File: src/rtl/fetch_stage.sv
// Instruction-fetch stage: owns the PC, drives the instruction memory
// address and fills the IF/ID register, with stall, redirect and BREAK halt.
module fetch_stage #(
    parameter logic [31:0] RESET_PC   = 32'h0000_0000,
    parameter logic [31:0] BREAK_WORD = 32'h0000_000D
) (
    input  logic        clk,
    input  logic        rst_n,
    input  logic        stall,
    input  logic        redirect,
    input  logic [31:0] redirect_pc,
    output logic [31:0] im_addr,
    input  logic [31:0] im_data,
    output logic [31:0] id_inst,
    output logic [31:0] id_pc4,
    output logic        id_valid,
    output logic        halted,
    output logic [31:0] fetch_count
);

    typedef enum logic {RUN, HALT} state_t;

    state_t      state, state_n;
    logic [31:0] pc, pc_n;
    logic [31:0] pc_plus4;
    logic [31:0] inst_n, pc4_n, count_n;
    logic        valid_n;

    assign pc_plus4 = pc + 32'd4;
    assign im_addr  = pc;
    assign halted   = (state == HALT);

    always_ff @(posedge clk or negedge rst_n) begin
        if (!rst_n) begin
            state       <= RUN;
            pc          <= RESET_PC;
            id_inst     <= '0;
            id_pc4      <= '0;
            id_valid    <= 1'b0;
            fetch_count <= '0;
        end else begin
            state       <= state_n;
            pc          <= pc_n;
            id_inst     <= inst_n;
            id_pc4      <= pc4_n;
            id_valid    <= valid_n;
            fetch_count <= count_n;
        end
    end

    // Redirect beats stall; a halted stage only drains its IF/ID valid bit.
    always_comb begin
        state_n = state;
        pc_n    = pc;
        inst_n  = id_inst;
        pc4_n   = id_pc4;
        valid_n = id_valid;
        count_n = fetch_count;
        if (redirect) begin
            pc_n    = {redirect_pc[31:2], 2'b00};
            valid_n = 1'b0;
            state_n = RUN;
        end else if (stall) begin
            state_n = state;
        end else if (state == HALT) begin
            valid_n = 1'b0;
        end else begin
            inst_n  = im_data;
            pc4_n   = pc_plus4;
            valid_n = 1'b1;
            count_n = fetch_count + 32'd1;
            if (im_data == BREAK_WORD) begin
                state_n = HALT;
            end else begin
                pc_n = pc_plus4;
            end
        end
    end

endmodule

File: config.mk
export PLATFORM = sky130hd
export DESIGN_NAME = fetch_stage
export DESIGN_NICKNAME = d
export VERILOG_FILES = /design/src/rtl/fetch_stage.sv
export SDC_FILE = /design/constraint.sdc
export NUM_CORES = 1
export LEC_CHECK = 0
export ABC_AREA = 1
export BUFFER_PORTS_ARGS = -buffer_cell sky130_fd_sc_hd__buf_4
export CAP_MARGIN = 25
export CORE_MARGIN = 3
export CORE_UTILIZATION = 45
export CTS_BUF_LIST = sky130_fd_sc_hd__clkbuf_4 sky130_fd_sc_hd__clkbuf_8
export DETAILED_ROUTE_END_ITERATION = 8
export GPL_TIMING_DRIVEN = 0
export PLACE_DENSITY = 0.83
export SYNTH_ARGS = -nofsm -noshare
export SYNTH_HDL_FRONTEND = slang
export SYNTH_SLANG_ARGS = --single-unit
File: constraint.sdc
create_clock -name clk -period 1.5 [get_ports clk]
set_input_delay 0.3 -clock clk [delete_from_list [all_inputs] [get_ports clk]]
set_output_delay 0.3 -clock clk [all_outputs]
set_load 0.005 [all_outputs]
==> reports/summary.txt, run 1 <==
Outcome - complete, but fails checks
Violated checks - negative setup slack
P_int - 6620 uW
# IOs - 198
PwrDens - 994 nW/um^2
Total CTS buffers - 17
Worst Path Required - 1.89 ns
Num Clock Sinks - 126
WL/cell - 16.1 um
Die ar. - 16700 um^2
Final Cycle Share - 117%
Site row count - 44
Slew HR - 62.6%
Largest area contributor in the netlist - dfrtp_1
DRC Markers - 0
Switching share of power - 33.1%
Clock Skew - 0.00955 ns
Die Y - 129 um
Top cell type's share of synthesized area - 46.2%
First-pass GRT wire length - 33.0 mm
Max-slew violations - 0
Pin count of the biggest net entering global routing - 74
Non-Filler Instances - 1424
Initial Utilization - 46.4%
Longest Clk Path Bufs - 2
Core box area - 14700 um^2
Layout area overhead - 46.1%
DP Area - 8520 um^2
Detailed placement HPWL - 15.7 mm
Total of max-cap violations - 0
Dpl cells - 1334
Clock power share - 28.9%
Register area share after synthesis - 46.2%
Minimum clock period - 1.76 ns
Worst hold path type - input pin to register
Vias per cell - 5.27
Net switching power - 3280 uW
# port buffers - 190
Die Wd - 129 um
Cells after synthesis - 956
First drt pass iteration count - 7
Final core utilization - 67.8%
Async SR Flop Fraction - 100%
Total wire length - 22.9 mm
Final instance area - 9960 um^2
GRT overflow - 0
Simple-gate portion of the synthesized area - 38.8%
Synthesized flop and latch total - 126
Static leakage - 0.00503 uW
CTS tree - built
Clk_lat worst skew - 0.45 ns
Crit path DAT - 2.15 ns
Vias in the first global route - 6481
Tot GR Track Use - 25.2%
Setup CP Type - register to register
Final RePlAce weighted congestion - 0.991
Xor and xnor fraction of the mapped netlist area - 2.95%
FF+latch area - 3190 um^2
Clock root cell - clkbuf_8
YS warnings - 0
Endpoints failing hold - 0
Nets - 1297
H-tree depth - 4
Setup crit start kind - register
Ratio of cells with drive above 1 in the final layout - 36.0%
Most common flop cell mapped by yosys - dfrtp_1
Iter 0 DRT Violations - 687
Logic pwr share - 26.9%
Reg power frac - 44.2%
Initial antenna violation count - 0
Synth cell types - 33
Synth top cells by count - 393 x nand2_1, 126 x dfrtp_1, 114 x nor2_1
Multi-input logic area - 3660 um^2
Achievable frequency - 569 MHz
CP max FO - 5
Largest family of logic cells by synthesized area - simple AND/OR/NAND/NOR gates
RSZ-0062 raised after global routing - true
Worst-Margin Slew - 0.560 ns
Post-synthesis adder-cell area fraction - 0.367%
Number of synthesized flops with an enable pin - 0
Final worst slack - -0.258 ns
Synth Area in Compound Gates - 4.40%
Final setup viols - 54
Worst vdd ir - 0.000555 V
Nature of the critical path endpoint - register
Ant. Diodes - 0
Filler cell count - 1161
Multiplexer share of the synthesized area - 0%
CTS clk-pin slew, worst paths - 0.08 ns
Most frequent cell after synthesis - nand2_1
Syn Area/Cell - 7.13 um^2
Post-route antenna net violation count - 0
Synth area leaders - dfrtp_1 46%, nand2_1 22%, nor2_1 6.3%
Synthesized cell area - 6820 um^2
Vias - 7503
-- critical path: stages, from the launching register on --
cell and delay (ns):
dfrtp_1 0.44, ha_4 0.19, nand2_4 0.07, nor2_4 0.16, nand2_4 0.10, nor2_4 0.23, nand2_1 0.12, nand2_1 0.10
nand2_1 0.07, nand2_1 0.08, nand2_1 0.06, nand2_1 0.07
-- layout make-up --
type / instances / area share (%)
buffer: 31 / 2.35
clock buffer: 18 / 2.42
clock inverter: 14 / 1.36
inverter: 84 / 3.20
multi-input combinational: 718 / 36.7
sequential: 126 / 32.0
tap: 184 / 2.31
timing repair buffer: 249 / 19.7
-- power by group through the flow --
stage	logic (uW)	clock network, uW	registers [uW]
after floorplan	866	0	4340
after global placement	2080	0	4390
after detailed placement	2140	0	4400
after CTS	2280	2890	4350
after global routing	2920	3030	4430
final	2670	2860	4370
-- repair_timing --
item / 4_1_cts / 5_1_grt
buffers inserted: 12 / 43
pin swaps: 13 / 47
endpoints found under the setup margin: 116 / 120
gates cloned: 1 / 1
hold buffers: 1 / 0
hold endpoints to repair: 53 / 0
gates resized for setup: 63 / 134
-- metrics by stage --
step	hold WS [ns]	setup slack, ns	TNS, ns	total power, uW
2_1_floorplan	0.00441	0.0220	0	5200
3_3_place_gp	0.457	-0.413	-52.80	6460
3_5_place_dp	0.291	-0.441	-18.73	6530
4_1_cts	0.0327	-0.0791	-3.67	9510
5_1_grt	0.0442	-0.287	-9.61	10400
6_report	0.0506	-0.258	-4.85	9900
-- logic make-up (layout without fill, tap and decap cells) --
group	count (synthesis)	after routing
buf+inv	115	396
xor+xnor	23	23
other cells	1	4
fa+ha+maj	2	2
simple gates	634	634
compound gates	55	55
flops	126	126
-- per-layer routing --
layer | up-vias | track usage (%) | part of all wire, %
li1 | 3531 | - | -
met1 | 3507 | 34.2 | 41
met2 | 393 | 39.3 | 48
met3 | 72 | 6.18 | 7.9
met4 | 0 | 9.33 | 3.1
met5 | - | 0 | 0
-- final timing paths --
check                                  from              end  slack (ns)  depth (start not counted)
worst min register to register   id_inst[0]       id_inst[0]        0.48                          2
worst max-delay path             im_addr[3]      im_addr[18]       -0.26                         11
worst max register to register   im_addr[3]      im_addr[18]       -0.26                         11
worst min-delay path            im_data[15]      id_inst[15]        0.05                          3
min in group asynchronous             rst_n      im_addr[28]        0.37                          2
max in group asynchronous             rst_n  fetch_count[22]        0.39                          3
-- state kept, by name, indices dropped and copies added, names as in the netlist --
name,cells
fetch_count,32
id_inst,32
id_pc4,30
im_addr,30
halted,1
id_valid,1
-- cell usage in the layout (no fill, tap or decap), types with 23 or more instances in the layout --
master,count
dfrtp_2,28
inv_1,77
dfrtp_1,98
nand2_1,375
buf_4,241
nor2_1,80
nor2_2,23
nand3_1,62
nor2_4,24
Power figures use the tool's default switching activity.
==> run 2: changes to the inputs <==
--- a/config.mk
+++ b/config.mk
@@ -8,6 +8,7 @@
 export ABC_AREA = 1
 export BUFFER_PORTS_ARGS = -buffer_cell sky130_fd_sc_hd__buf_4
 export CAP_MARGIN = 25
+export CORE_ASPECT_RATIO = 1.4
 export CORE_MARGIN = 3
 export CORE_UTILIZATION = 45
 export CTS_BUF_LIST = sky130_fd_sc_hd__clkbuf_4 sky130_fd_sc_hd__clkbuf_8
==> run 2 against run 1 <==
  * Wire length decreased by 1.4%
  * Sequential cell count is the same
  * Non-clock buffer count shrank 14
  * Highest routed layer unchanged
  * Combinational power is 2% lower
  * Critical path depth down 1
  * Clock-buffer cell count decreased by 1
  * Die area increased by 0.12%
  * First-iteration DRC count fell by 45%
  * Register-to-register slack gained 0.14 ns
  * The run still ends with negative setup slack left
  * Via count is 1.6% lower
==> reports/summary.txt, run 2 (synthesis results as in run 1) <==
Outcome - complete, but fails checks
Violated checks - negative setup slack
R2R depth - 10
Final setup viols - 17
Die Y - 152 um
DP Area - 8530 um^2
CTS tree - built
Endpoints failing hold - 0
Biggest regs - fetch_count (32), id_inst (32)
Total of max-cap violations - 0
First-pass GRT wire length - 33.9 mm
Crit path DAT - 2.00 ns
Final worst slack - -0.114 ns
First drt pass iteration count - 5
Capture point of the worst reg-to-reg path - im_addr[11]
Dpl cells - 1339
# IOs - 198
Worst Path Required - 1.89 ns
Worst-Margin Slew - 0.629 ns
Clock root cell - clkbuf_8
Minimum clock period - 1.61 ns
Ratio of cells with drive above 1 in the final layout - 35.8%
Slew HR - 58.1%
Most common cell after layout, fill and taps aside - nand2_1
Static leakage - 0.00494 uW
H-tree depth - 4
Num Clock Sinks - 126
Detailed placement HPWL - 16.0 mm
RSZ-0062 raised after global routing - true
Vias - 7380
Clk_lat worst skew - 0.45 ns
Final core utilization - 67.2%
GRT overflow - 0
Layout area overhead - 44.3%
Site row count - 52
Non-Filler Instances - 1415
Filler cell count - 1181
Final RePlAce weighted congestion - 0.946
DRC Markers - 0
Iter 0 DRT Violations - 376
CP max FO - 4
Pin count of the biggest net entering global routing - 74
Die ar. - 16700 um^2
# port buffers - 190
Total wire length - 22.6 mm
CTS clk-pin slew, worst paths - 0.09 ns
Initial Utilization - 46.6%
Tot GR Track Use - 26.3%
Worst vdd ir - 0.000572 V
Longest Clk Path Bufs - 2
Achievable frequency - 619 MHz
Flop-to-flop setup slack - -0.11 ns
PwrDens - 1010 nW/um^2
Initial antenna violation count - 0
Worst Hold Launch - im_data[15]
Vias per cell - 5.22
Hold EP - id_inst[15]
Die Wd - 110 um
Total CTS buffers - 17
Worst hold path type - input pin to register
Core box area - 14600 um^2
Setup CP Type - register to register
WL/cell - 16.0 um
Setup crit start kind - register
Vias in the first global route - 6942
Clock Skew - 0.0125 ns
Max-slew violations - 0
Place WS - -0.489 ns
Nets - 1283
Final instance area - 9840 um^2
Hold path depth - 3
R2r startpoint - im_addr[3]
Final Cycle Share - 108%
Nature of the critical path endpoint - register
Ant. Diodes - 0
Most frequent cells in the layout - 364 x nand2_1, 234 x buf_4, 101 x dfrtp_1, 78 x nor2_1, 76 x inv_1
Post-route antenna net violation count - 0
Hold slack - 0.0504 ns
[run 2: changes by cell type in the layout (fill, tap and decap cells not counted), moves of 2 or more]
cell / change
nor2_2: +2
buf_6: -9
dfrtp_1: +3
nand2_2: +12
clkinv_4: -4
inv_6: +5
o21ai_0: +2
nor2_1: -2
nand2_1: -11
nor3_2: -2
buf_4: -7
buf_2: +2
dfrtp_2: -3
[run 2: area by class of cell]
class                      instances  area, um^2  share of cell area (%)
timing repair buffer             235        1820                    18.5
buffer                            31         205                    2.08
tap                              189         236                    2.40
clock buffer                      17         234                    2.38
multi-input combinational        718        3700                    37.6
sequential                       126        3180                    32.4
inverter                          84         319                    3.24
clock inverter                    15         150                    1.53
[run 2: layer usage]
metal | track usage [%] | up-vias | wire [um]
li1 | - | 3506 | -
met1 | 30.9 | 3490 | 8480
met2 | 45.0 | 311 | 11500
met3 | 5.21 | 73 | 1610
met4 | 13.4 | 0 | 1000
met5 | 0 | - | 0
[run 2: per-stage QoR]
stage / total power [uW] / TNS (ns)
finish: 9960 / -0.830
global route: 10500 / -3.58
CTS: 9660 / -0.173
detailed placement: 6550 / -16.72
global placement: 6480 / -48.95
floorplan: 5200 / 0
[run 2: repair_timing]
item                                    4_1_cts  5_1_grt
setup buffers                                19       24
endpoints found under the hold margin        53        0
pin swaps                                    14       39
endpoints found under the setup margin       93       95
gates resized for setup                      63      127
hold buffers                                  1        0
cloned                                        0        0
[run 2: critical path: stages (launching register included)]
cell	delay, ns
dfrtp_1	0.42
buf_6	0.14
nand2_4	0.06
nor2_4	0.16
buf_4	0.15
nand3_4	0.11
xnor2_2	0.20
nand2_1	0.11
nand2_1	0.08
nand2_1	0.05
nand2_1	0.06
[run 2: how the worst max path moves through the flow]
stage / startpoint / end / slack [ns]
floorplan: im_addr[2] / im_addr[18] / 0.02
global placement: im_data[31] / im_addr[26] / -0.44
detailed placement: im_data[31] / im_addr[26] / -0.49
CTS: im_addr[7] / im_addr[26] / -0.03
global route: im_addr[3] / im_addr[11] / -0.16
finish: im_addr[3] / im_addr[11] / -0.11
[run 2: where the power goes]
group | leakage, uW | switching [uW] | internal (uW)
clock network | 0.000184 | 1590 | 1360
registers | 0.00153 | 499 | 3890
logic | 0.00323 | 1280 | 1340
